## src/rtl/keypad_cursor_ctrl_if.sv

```systemverilog
// keypad_cursor_ctrl_if: key handshake between the keypad controller and the calculator logic.
interface keypad_cursor_ctrl_if;
    logic       key_valid;
    logic       key_ready;
    logic       key_drop;
    logic [7:0] key_code;
    modport master (output key_valid, key_code, key_drop, input key_ready);
    modport slave  (input key_valid, key_code, key_drop, output key_ready);
endinterface

```

## src/rtl/keypad_cursor_ctrl.sv

```systemverilog
// keypad_cursor_ctrl: debounced five-button cursor control with wrap, auto-repeat and key emission.
module keypad_cursor_ctrl #(
    parameter int GRID_COLS    = 3,
    parameter int GRID_ROWS    = 4,
    parameter int DEBOUNCE_CYC = 500000,
    parameter int REPEAT_DLY   = 25000000,
    parameter int REPEAT_RATE  = 5000000
) (
    input  logic                        clk_in,
    input  logic                        sys_rst_n,
    input  logic                        btn_up,
    input  logic                        btn_down,
    input  logic                        btn_left,
    input  logic                        btn_right,
    input  logic                        btn_sel,
    output logic [3:0]                  cursor_x,
    output logic [3:0]                  cursor_y,
    keypad_cursor_ctrl_if.master        key_if
);
    localparam int DW   = $clog2(DEBOUNCE_CYC + 1);
    localparam int RMAX = REPEAT_DLY > REPEAT_RATE ? REPEAT_DLY : REPEAT_RATE;
    localparam int RW   = $clog2(RMAX + 1);
    localparam logic [7:0] KEY_LUT [16] = '{"1", "2", "3", "4", "5", "6", "7", "8", "9", "+", "0", "=",
                                            8'h00, 8'h00, 8'h00, 8'h00};

    typedef enum logic [1:0] {R_IDLE, R_DELAY, R_REPEAT} rstate_e;

    logic [1:0]    rst_sync_q;
    logic          rst_n;
    logic [4:0]    btn_raw, sync1_q, sync2_q, stable_q, stable_d, stable_prev_q, press;
    logic [DW-1:0] db_cnt_q [5];
    logic [DW-1:0] db_cnt_d [5];
    rstate_e       state_q, state_d;
    logic [RW-1:0] rcnt_q, rcnt_d;
    logic [1:0]    dir_q, dir_d, win_idx;
    logic [3:0]    dir_ev, win;
    logic          rep_ev, win_press, sel_ev, accept, in_range;
    logic [3:0]    cursor_x_q, cursor_x_d, cursor_y_q, cursor_y_d, idx;
    logic          key_valid_q, key_valid_d, key_drop_q, key_drop_d;
    logic [7:0]    key_code_q, key_code_d, key_map;

    // Reset asserts asynchronously but releases only on a clock edge.
    always_ff @(posedge clk_in or negedge sys_rst_n)
        if (!sys_rst_n) rst_sync_q <= '0;
        else            rst_sync_q <= {rst_sync_q[0], 1'b1};
    assign rst_n = rst_sync_q[1];

    assign btn_raw = {btn_sel, btn_right, btn_left, btn_down, btn_up};

    always_comb begin
        stable_d = stable_q;
        for (int i = 0; i < 5; i++) begin
            db_cnt_d[i] = (sync2_q[i] == stable_q[i] || db_cnt_q[i] == DW'(DEBOUNCE_CYC - 1)) ? '0 : db_cnt_q[i] + 1'b1;
            stable_d[i] = (sync2_q[i] != stable_q[i] && db_cnt_q[i] == DW'(DEBOUNCE_CYC - 1)) ? sync2_q[i] : stable_q[i];
        end
    end

    always_ff @(posedge clk_in or negedge rst_n)
        if (!rst_n) begin
            sync1_q       <= '0;
            sync2_q       <= '0;
            stable_q      <= '0;
            stable_prev_q <= '0;
            db_cnt_q      <= '{default: '0};
        end else begin
            sync1_q       <= btn_raw;
            sync2_q       <= sync1_q;
            stable_q      <= stable_d;
            stable_prev_q <= stable_q;
            db_cnt_q      <= db_cnt_d;
        end

    assign press = stable_q & ~stable_prev_q;

    // Bit 0 is up, so the lowest set bit is the highest-priority direction.
    assign dir_ev    = press[3:0] | (rep_ev ? 4'b0001 << dir_q : 4'b0000);
    assign win       = dir_ev & (~dir_ev + 4'd1);
    assign win_press = |(win & press[3:0]);
    assign win_idx   = win[1] ? 2'd1 : win[2] ? 2'd2 : win[3] ? 2'd3 : 2'd0;

    always_ff @(posedge clk_in or negedge rst_n)
        if (!rst_n) begin
            state_q <= R_IDLE;
            rcnt_q  <= '0;
            dir_q   <= '0;
        end else begin
            state_q <= state_d;
            rcnt_q  <= rcnt_d;
            dir_q   <= dir_d;
        end

    always_comb begin
        state_d = state_q;
        rcnt_d  = rcnt_q;
        dir_d   = dir_q;
        if (win_press) begin
            state_d = R_DELAY;
            rcnt_d  = RW'(REPEAT_DLY - 1);
            dir_d   = win_idx;
        end else if (state_q != R_IDLE && !stable_q[dir_q]) begin
            state_d = R_IDLE;
        end else if (state_q != R_IDLE) begin
            state_d = rcnt_q == '0 ? R_REPEAT : state_q;
            rcnt_d  = rcnt_q == '0 ? RW'(REPEAT_RATE - 1) : rcnt_q - 1'b1;
        end
    end

    assign rep_ev = state_q != R_IDLE && rcnt_q == '0 && stable_q[dir_q];

    always_comb begin
        cursor_y_d = win[0] ? (cursor_y_q == '0 ? 4'(GRID_ROWS - 1) : cursor_y_q - 4'd1)
                   : win[1] ? (cursor_y_q == 4'(GRID_ROWS - 1) ? '0 : cursor_y_q + 4'd1)
                   : cursor_y_q;
        cursor_x_d = win[2] ? (cursor_x_q == '0 ? 4'(GRID_COLS - 1) : cursor_x_q - 4'd1)
                   : win[3] ? (cursor_x_q == 4'(GRID_COLS - 1) ? '0 : cursor_x_q + 4'd1)
                   : cursor_x_q;
    end

    assign in_range = cursor_x_q < 4'(GRID_COLS) && cursor_y_q < 4'(GRID_ROWS) && cursor_x_q < 4'd3 && cursor_y_q < 4'd4;
    assign idx      = cursor_y_q * 4'd3 + cursor_x_q;
    assign key_map  = in_range ? KEY_LUT[idx] : 8'h00;

    // Select samples the pre-move cursor; a press while the slot is held is dropped.
    assign sel_ev      = press[4];
    assign accept      = !key_valid_q || key_if.key_ready;
    assign key_valid_d = (sel_ev && accept) || (key_valid_q && !key_if.key_ready);
    assign key_code_d  = (sel_ev && accept) ? key_map : key_code_q;
    assign key_drop_d  = sel_ev && !accept;

    always_ff @(posedge clk_in or negedge rst_n)
        if (!rst_n) begin
            cursor_x_q  <= '0;
            cursor_y_q  <= '0;
            key_valid_q <= 1'b0;
            key_code_q  <= 8'h00;
            key_drop_q  <= 1'b0;
        end else begin
            cursor_x_q  <= cursor_x_d;
            cursor_y_q  <= cursor_y_d;
            key_valid_q <= key_valid_d;
            key_code_q  <= key_code_d;
            key_drop_q  <= key_drop_d;
        end

    assign cursor_x         = cursor_x_q;
    assign cursor_y         = cursor_y_q;
    assign key_if.key_valid = key_valid_q;
    assign key_if.key_code  = key_code_q;
    assign key_if.key_drop  = key_drop_q;
endmodule

```

## src/flat_wrapper.sv

```systemverilog
// flat-port wrapper written by rule: the top's interface ports become plain ports
module keypad_cursor_ctrl_flat 
#(
    parameter int GRID_COLS    = 3,
    parameter int GRID_ROWS    = 4,
    parameter int DEBOUNCE_CYC = 500000,
    parameter int REPEAT_DLY   = 25000000,
    parameter int REPEAT_RATE  = 5000000
)
  (clk_in, sys_rst_n, btn_up, btn_down, btn_left, btn_right, btn_sel, cursor_x, cursor_y, key_if_key_valid, key_if_key_code, key_if_key_drop, key_if_key_ready);
  keypad_cursor_ctrl_if key_if_i ();
  input  logic clk_in;
  input  logic sys_rst_n;
  input  logic btn_up;
  input  logic btn_down;
  input  logic btn_left;
  input  logic btn_right;
  input  logic btn_sel;
  output logic [3:0] cursor_x;
  output logic [3:0] cursor_y;
  output wire logic [$bits(key_if_i.key_valid)-1:0] key_if_key_valid;
  output wire logic [$bits(key_if_i.key_code)-1:0] key_if_key_code;
  output wire logic [$bits(key_if_i.key_drop)-1:0] key_if_key_drop;
  input wire logic [$bits(key_if_i.key_ready)-1:0] key_if_key_ready;
  assign key_if_key_valid = key_if_i.key_valid;
  assign key_if_key_code = key_if_i.key_code;
  assign key_if_key_drop = key_if_i.key_drop;
  assign key_if_i.key_ready = key_if_key_ready;
  keypad_cursor_ctrl #(.GRID_COLS(GRID_COLS), .GRID_ROWS(GRID_ROWS), .DEBOUNCE_CYC(DEBOUNCE_CYC), .REPEAT_DLY(REPEAT_DLY), .REPEAT_RATE(REPEAT_RATE)) u_core (.clk_in(clk_in), .sys_rst_n(sys_rst_n), .btn_up(btn_up), .btn_down(btn_down), .btn_left(btn_left), .btn_right(btn_right), .btn_sel(btn_sel), .cursor_x(cursor_x), .cursor_y(cursor_y), .key_if(key_if_i));
endmodule
```

## config.mk

```make
export PLATFORM = sky130hd
export DESIGN_NAME = keypad_cursor_ctrl_flat
export DESIGN_NICKNAME = d
export VERILOG_FILES = /design/src/rtl/keypad_cursor_ctrl_if.sv /design/src/rtl/keypad_cursor_ctrl.sv /design/src/flat_wrapper.sv
export SDC_FILE = /design/constraint.sdc
export NUM_CORES = 1
export LEC_CHECK = 0
export CORE_AREA = 5 5 138 140
export DETAILED_ROUTE_END_ITERATION = 10
export DIE_AREA = 0 0 143 145
export DONT_BUFFER_PORTS = 1
export GPL_TIMING_DRIVEN = 0
export PLACE_DENSITY = 0.6
export SYNTH_ARGS = -nofsm -noshare
export SYNTH_HDL_FRONTEND = slang
export SYNTH_SLANG_ARGS = --single-unit
```

## constraint.sdc

```tcl
create_clock -name clk_in -period 12.29 [get_ports clk_in]
set_clock_uncertainty 0.2 [all_clocks]
set_input_delay 1.8435 -clock clk_in [delete_from_list [all_inputs] [get_ports clk_in]]
set_output_delay 1.8435 -clock clk_in [all_outputs]
set_load 0.05 [all_outputs]
```

==> results.toml, run 1 <==
[outcome]
status = "complete, no violations"

[clock_tree]
clockRootBuffer = "clkbuf_16"
hold_buffers = 0
htree_levels = 4
cts_made_buffers = 17
post_cts_resized = 0
insertion_delay_ns = 0.42
cts_tree = "yes"
clkSinkCount = 162
path_clk_slew_ns = 0.06
cts_buffer_depth = 2
postCtsSetupBuffers = 0

[die]
die_h_um = 145
die_w_um = 143
die_area_mm2 = 0.0207
start_util_pct = 45.9
num_io_pins = 26
fp-row-count = 49
core_mm2 = 0.0177

[cells_and_area]
drive_gt1_share_pct = 6.79
area_delta_synth_final_pct = 11.3
fillers = 1600
final_nets = 878
multi_input_area_mm2 = 0.00389
final_cell_mix = "dfrtp_1 (161), nor2_1 (144), nand2_1 (65), xor2_1 (58), xnor2_1 (53)"
antenna_cells = 0
final_common_cell = "dfrtp_1"
seqCellArea_mm2 = 0.00406

[grt]
grt_antenna_before_repair = 0
gr-usage-met2_pct = 26.0
use_met3_pct = 4.01
grt_pass1_vias = 5886
grt_most_used_layer = "met2"
grt_pass1_wl_mm = 27.7
overflow = 0
grt_max_degree = 65
met1_usage_pct = 20.9
grt_usage_pct = 16.0

[yosys]
synthFlopType = "dfrtp_1"
synthArstFlopShare_pct = 100
synth_xor_area_share_pct = 11.9
synth_top_family_by_area = "simple AND/OR/NAND/NOR gates"
synth_cells = 820
muxShareOfSynthArea_pct = 1.69
synthAdderAreaFrac_pct = 4.58
synth-simple-area-share_pct = 24.5
ys_seq_elements = 162
syn-cell-area_mm2 = 0.00814
yosysUniqueCellTypes = 57
synth-edff-count = 0
synth_compound_area_share_pct = 4.98
synth.yosys.seq_area_share_pct = 49.8
ys_warn_count = 0
avgSynthCellArea_um2 = 9.92

[power_and_ir_drop]
leakagePower_nw = 4.07
ir_drop_mv = 0.0975
p_per_area_mw_per_mm2 = 120

[critical_path]
crit_path_frequent_cell = "fa_1"
cp_max_fo = 8
cpMaxStageDelayCell = "dfrtp_1"
cp-end-kind = "register"
crit_path_start_kind = "register"
setup.worst_path.class = "register to register"
crit_required_ns = 12.44
worstPathArrival_ns = 3.73
path_cells = "fa_1 > ha_1 > fa_1 > xor2_1 > xnor2_1 > a211oi_1 > a22o_1"
slowest_delay_ns = 0.84

[sta]
setup_violations = 0
fin_crit_ns = 3.58
hold_viol_final = 0
tns_ns = 0
fmaxAchievable_ghz = 0.279
max_slew_margin_pct = 48.8
worstMarginPinSlew_ns = 0.767
slew_viol_final = 0
setup_slack_ns = 8.71
rsz0062_at_grt = "false"
min_period_over_period_pct = 29.1

[run]
drv_cap = 0

[drt]
ant_nets = 0
drtIter0Drc = 268
dr_total_vias = 5831
dr.pass1.iters = 4
drt-wirelength-per-cell_um = 14.5
post-route-drc-count = 0
viasPerCell = 5.38
drt-total-wl_mm = 15.7

[placed_design]
gp_congestion = 0.828
pre_cts_ws_ns = 8.76
post-dp-hpwl_mm = 11.1
io_buffers = 0

[hold_path]
hold_path.class = "register to register"
## per-layer routing
| layer | vias up | part of all wire [%] |
|---|---|---|
| li1 | 2838 | - |
| met1 | 2874 | 45 |
| met2 | 99 | 49 |
| met3 | 20 | 3.6 |
| met4 | 0 | 1.9 |
| met5 | - | 0 |
## cell type report
| class | instances | share of cell area (%) |
|---|---|---|
| clock buffer | 22 | 5.12 |
| buffer | 18 | 0.884 |
| multi-input combinational | 610 | 43.0 |
| tap | 229 | 3.16 |
| timing repair buffer | 2 | 0.608 |
| clock inverter | 9 | 1.19 |
| inverter | 31 | 1.28 |
| sequential | 162 | 44.8 |
## per-stage QoR
step	area (um2)	util, %	hold slack (ns)	power (mW)	std cells
global route	9060	51.1	0.166	1.13	1083
detailed placement	8490	47.9	0.138	0.585	1052
floorplan	8140	-	0.131	0.575	821
finish	9060	51.1	0.149	1.09	1083
CTS	9060	51.1	0.152	1.10	1083
global placement	8430	47.6	0.134	0.582	1050
## logic make-up (layout without fill, tap and decap cells)
| group | after synthesis | in the layout |
|---|---|---|
| other | 2 | 3 |
| adders and majority gates | 28 | 28 |
| xor gates and xnor gates | 111 | 111 |
| muxes | 11 | 11 |
| and+or+nand+nor | 395 | 395 |
| DFF | 162 | 162 |
| buffers and inverters | 49 | 82 |
| AOI/OAI and AO/OA | 62 | 62 |
## final timing paths
| path | start | to | slack, ns | depth (start not counted) |
|---|---|---|---|---|
| max | u_core.cursor_y[0] | u_core.key_if.key_code[4] | 8.71 | 7 |
| min | u_core.sync1_q[3] | u_core.sync2_q[3] | 0.15 | 0 |
| max reg2reg | u_core.cursor_y[0] | u_core.key_if.key_code[4] | 8.71 | 7 |
| min reg2reg | u_core.sync1_q[3] | u_core.sync2_q[3] | 0.15 | 0 |
| max in group asynchronous | sys_rst_n | u_core.rst_sync_q[1] | 10.90 | 0 |
| min in group asynchronous | u_core.rst_sync_q[1] | u_core.sync1_q[4] | 0.18 | 0 |
## sequential cells by signal, summed over array words and instances, names as in the netlist, 2 cells and up
| register | flops |
|---|---|
| u_core.db_cnt_q | 95 |
| u_core.rcnt_q | 25 |
| u_core.sync1_q | 5 |
| u_core.rst_sync_q | 2 |
| u_core.stable_q | 5 |
| u_core.cursor_y | 4 |
| u_core.key_if.key_code | 6 |
| u_core.dir_q | 2 |
| u_core.stable_prev_q | 5 |
| u_core.sync2_q | 5 |
| u_core.state_q | 2 |
| u_core.cursor_x | 4 |
## cell usage after synthesis (5+ instances only)
cell      instances  area share (%)
nand3b_1          6            0.55
nor4_1           15             1.2
xnor2_1          53             5.7
and4_1            8            0.86
o21ai_0          20             1.2
nor3_1           21             1.3
nor2_1          144             6.6
nand2_1          65             3.0
inv_1            31             1.4
nand4_1          22             1.7
nor4b_1           6            0.65
nand3_1          48             3.0
clkbuf_1         12            0.55
nand2b_1         12            0.92
nand4b_1          6            0.65
dfrtp_1         162              50
xor2_1           58             6.2
and3_1           13             1.0
a21oi_1          11            0.68
ha_1             25             3.8
o211ai_1          5            0.46
or2_2             5            0.38
a22o_1            5            0.54
## report_power, final
| part | internal, mW | total (mW) | switching (mW) |
|---|---|---|---|
| clock network | 0.308 | 0.512 | 0.204 |
| logic | 0.00779 | 0.0250 | 0.0172 |
| registers | 0.540 | 0.549 | 0.00907 |
## critical path, delay by kind of cell, from the launching register on
family	cells	cell delay, ns
XOR/XNOR	2	0.40
AO/OA/AOI/OAI	2	0.93
flip-flops	1	0.84
adder cells (fa/ha/maj)	3	1.14
Note: power is estimated with default switching activity, not from simulation.
==> run 2, diff against run 1 <==
--- a/config.mk
+++ b/config.mk
@@ -5,12 +5,13 @@
 export SDC_FILE = /design/constraint.sdc
 export NUM_CORES = 1
 export LEC_CHECK = 0
-export CORE_AREA = 5 5 138 140
+export ABC_AREA = 1
+export CORE_AREA = 5 5 142 144
 export DETAILED_ROUTE_END_ITERATION = 10
-export DIE_AREA = 0 0 143 145
+export DIE_AREA = 0 0 147 149
 export DONT_BUFFER_PORTS = 1
 export GPL_TIMING_DRIVEN = 0
-export PLACE_DENSITY = 0.6
+export PLACE_DENSITY = 0.63
 export SYNTH_ARGS = -nofsm -noshare
 export SYNTH_HDL_FRONTEND = slang
 export SYNTH_SLANG_ARGS = --single-unit
==> constraint.sdc (replaced) <==
create_clock -name clk_in -period 3 [get_ports clk_in]
set_clock_uncertainty 0.2 [all_clocks]
set_input_delay 0.45 -clock clk_in [delete_from_list [all_inputs] [get_ports clk_in]]
set_output_delay 0.45 -clock clk_in [all_outputs]
set_load 0.05 [all_outputs]
==> results.toml, run 2 <==
[cells_and_area]
top_register = "u_core.db_cnt_q"
final_cell_mix = "nand2_1 (190), dfrtp_1 (157), nor2_1 (141), inv_1 (135), a21oi_1 (65)"
final_common_cell = "nand2_1"
drive_gt1_share_pct = 9.48
final_nets = 1120
fin_util_pct = 52.5
antenna_cells = 0
area_delta_synth_final_pct = 12.6
largest_reg_flops = 95

[clock_tree]
cts_tree = "yes"
clockRootBuffer = "clkbuf_16"
path_clk_slew_ns = 0.07
cts_buffer_depth = 2
htree_levels = 4
clkSinkCount = 162
cts_made_buffers = 17
insertion_delay_ns = 0.43

[sta]
worstMarginPinSlew_ns = 0.766
min_period_over_period_pct = 95.3
slew_viol_final = 0
rsz0062_at_grt = "false"
tns_ns = 0
hold_viol_final = 0
max_slew_margin_pct = 48.9
setup_slack_ns = 0.141
hold_ws_ns = 0.0565
fin_crit_ns = 2.86
setup_violations = 0
fmaxAchievable_ghz = 0.350

[yosys]
syn-cell-area_mm2 = 0.00866
synth_commonest_cells = "nand2_1 (190), dfrtp_1 (162), nor2_1 (142)"
synthArstFlopShare_pct = 100
synth.top_cell.area_share_pct = 46.8
synth_largest_area_cell = "dfrtp_1"
synth.most_common_cell = "nand2_1"
synthTopCellsByArea = "dfrtp_1 (47%), nand2_1 (8.2%), nor2_1 (6.2%), inv_1 (5.8%), a21oi_1 (3.8%)"
synthFlopType = "dfrtp_1"
synth.yosys.seq_area_share_pct = 46.8
ys_seq_elements = 162
avgSynthCellArea_um2 = 8.23
ys_warn_count = 0
synth_cells = 1053
yosysUniqueCellTypes = 54
synth-edff-count = 0

[die]
fp-row-count = 50
die_area_mm2 = 0.0219
die_h_um = 149
start_util_pct = 46.6
die_w_um = 147
num_io_pins = 26
core_mm2 = 0.0186

[drt]
drtIter0Drc = 323
drt-wirelength-per-cell_um = 12.4
ant_nets = 0
drt-total-wl_mm = 16.5
dr_total_vias = 6623
dr.pass1.iters = 5
viasPerCell = 4.98
post-route-drc-count = 0

[critical_path]
crit_path_start_kind = "register"
cp-end-kind = "register"
r2r_slack_ns = 0.14
setup.worst_path.class = "register to register"
worstPathArrival_ns = 2.98
crit_required_ns = 3.12
cp_max_fo = 6

[grt]
grt_usage_pct = 16.0
met1_usage_pct = 22.2
grt_antenna_before_repair = 0
grt_max_degree = 58
gr-usage-met2_pct = 25.2
use_met3_pct = 4.10
grt_most_used_layer = "met2"
grt_pass1_vias = 6180
overflow = 0
grt_pass1_wl_mm = 29.1

[power_and_ir_drop]
power_mw = 4.62
ir_drop_mv = 0.384
p_per_area_mw_per_mm2 = 474
leakagePower_nw = 4.84

[outcome]
status = "complete, no violations"

[placed_design]
pre_cts_ws_ns = -0.227
io_buffers = 0
gp_congestion = 0.861
post-dp-hpwl_mm = 11.7

[hold_path]
hold_path.class = "input port to asynchronous set/reset pin"

[run]
drv_cap = 0
[run 2: changes by cell type in the layout (fill, tap and decap cells not counted), sizes merged, moves of 13 or more]
cell and change:
xnor2 -43, nor3 +13, a21oi +55, nor3b +13, nor2 +14, o21ai +33, xor2 -24, nand2 +143
inv +111
[run 2: power by group]
group	internal (mW)	switching (mW)
registers	2.21	0.0371
logic	0.0355	0.0750
clock network	1.31	0.948
[run 2: per-stage QoR]
step                      cell area (um2)  cells
final                                9750   1331
after global routing                 9750   1331
after floorplan                      8670   1054
after global placement               8960   1288
after CTS                            9710   1329
after detailed placement             9020   1290
[run 2: critical path, stage by stage, from the launching register on]
cell and delay [ns]:
dfrtp_4 0.59, fa_1 0.51, ha_1 0.22, fa_1 0.42, xnor2_2 0.17, xnor2_2 0.17, buf_4 0.15, nand2_1 0.07
o21ai_0 0.07, a22o_1 0.19
[run 2: layout make-up]
class                   instances  area [um2]
fillers                      1746        8830
flip-flops and latches        162        4070
multi-input cells             737        4000
inverters                     139         527
clock buffers                  20         467
well taps                     234         293
clock inverters                12         148
repair buffers                 11         138
plain buffers                  16         105
[run 2: metal layers]
metal | up-vias | part of all wire (%)
met4 | 0 | 0.76
met5 | - | 0
li1 | 3473 | -
met2 | 69 | 45
met1 | 3071 | 51
met3 | 10 | 3.0
[run 2: logic make-up (layout without fill, tap and decap cells)]
kind of cell / count (synthesis) / count (layout) / share of synthesized area [%]
simple gates: 516 / 516 / 27.5
flops: 162 / 162 / 46.8
buf+inv: 155 / 198 / 7.29
compound gates: 142 / 142 / 9.03
xor+xnor: 44 / 44 / 4.45
fa+ha+maj: 28 / 28 / 4.30
mux: 4 / 4 / 0.505
other cells: 2 / 3 / 0.0867
[run 2: path summary, 6_finish.rpt]
kind,cells past startpoint,end,from
setup / recovery,9,u_core.key_if.key_code[1],u_core.cursor_x[1]
hold / removal,1,u_core.rst_sync_q[1],sys_rst_n
setup reg to reg,9,u_core.key_if.key_code[1],u_core.cursor_x[1]
hold reg to reg,0,u_core.rst_sync_q[1],u_core.rst_sync_q[0]
max in group asynchronous,1,u_core.cursor_y[1],u_core.rst_sync_q[1]
min in group clk_in,0,u_core.rst_sync_q[1],u_core.rst_sync_q[0]
[run 2: what timing repair did]
item                                   in CTS  in global routing
endpoints found under the hold margin       9                  0
setup buffers                               0                  2
gates cloned                                0                  0
hold buffers                                7                  0
setup endpoints to repair                   6                  6
pin swaps                                   0                  1
resized for setup                           4                  7
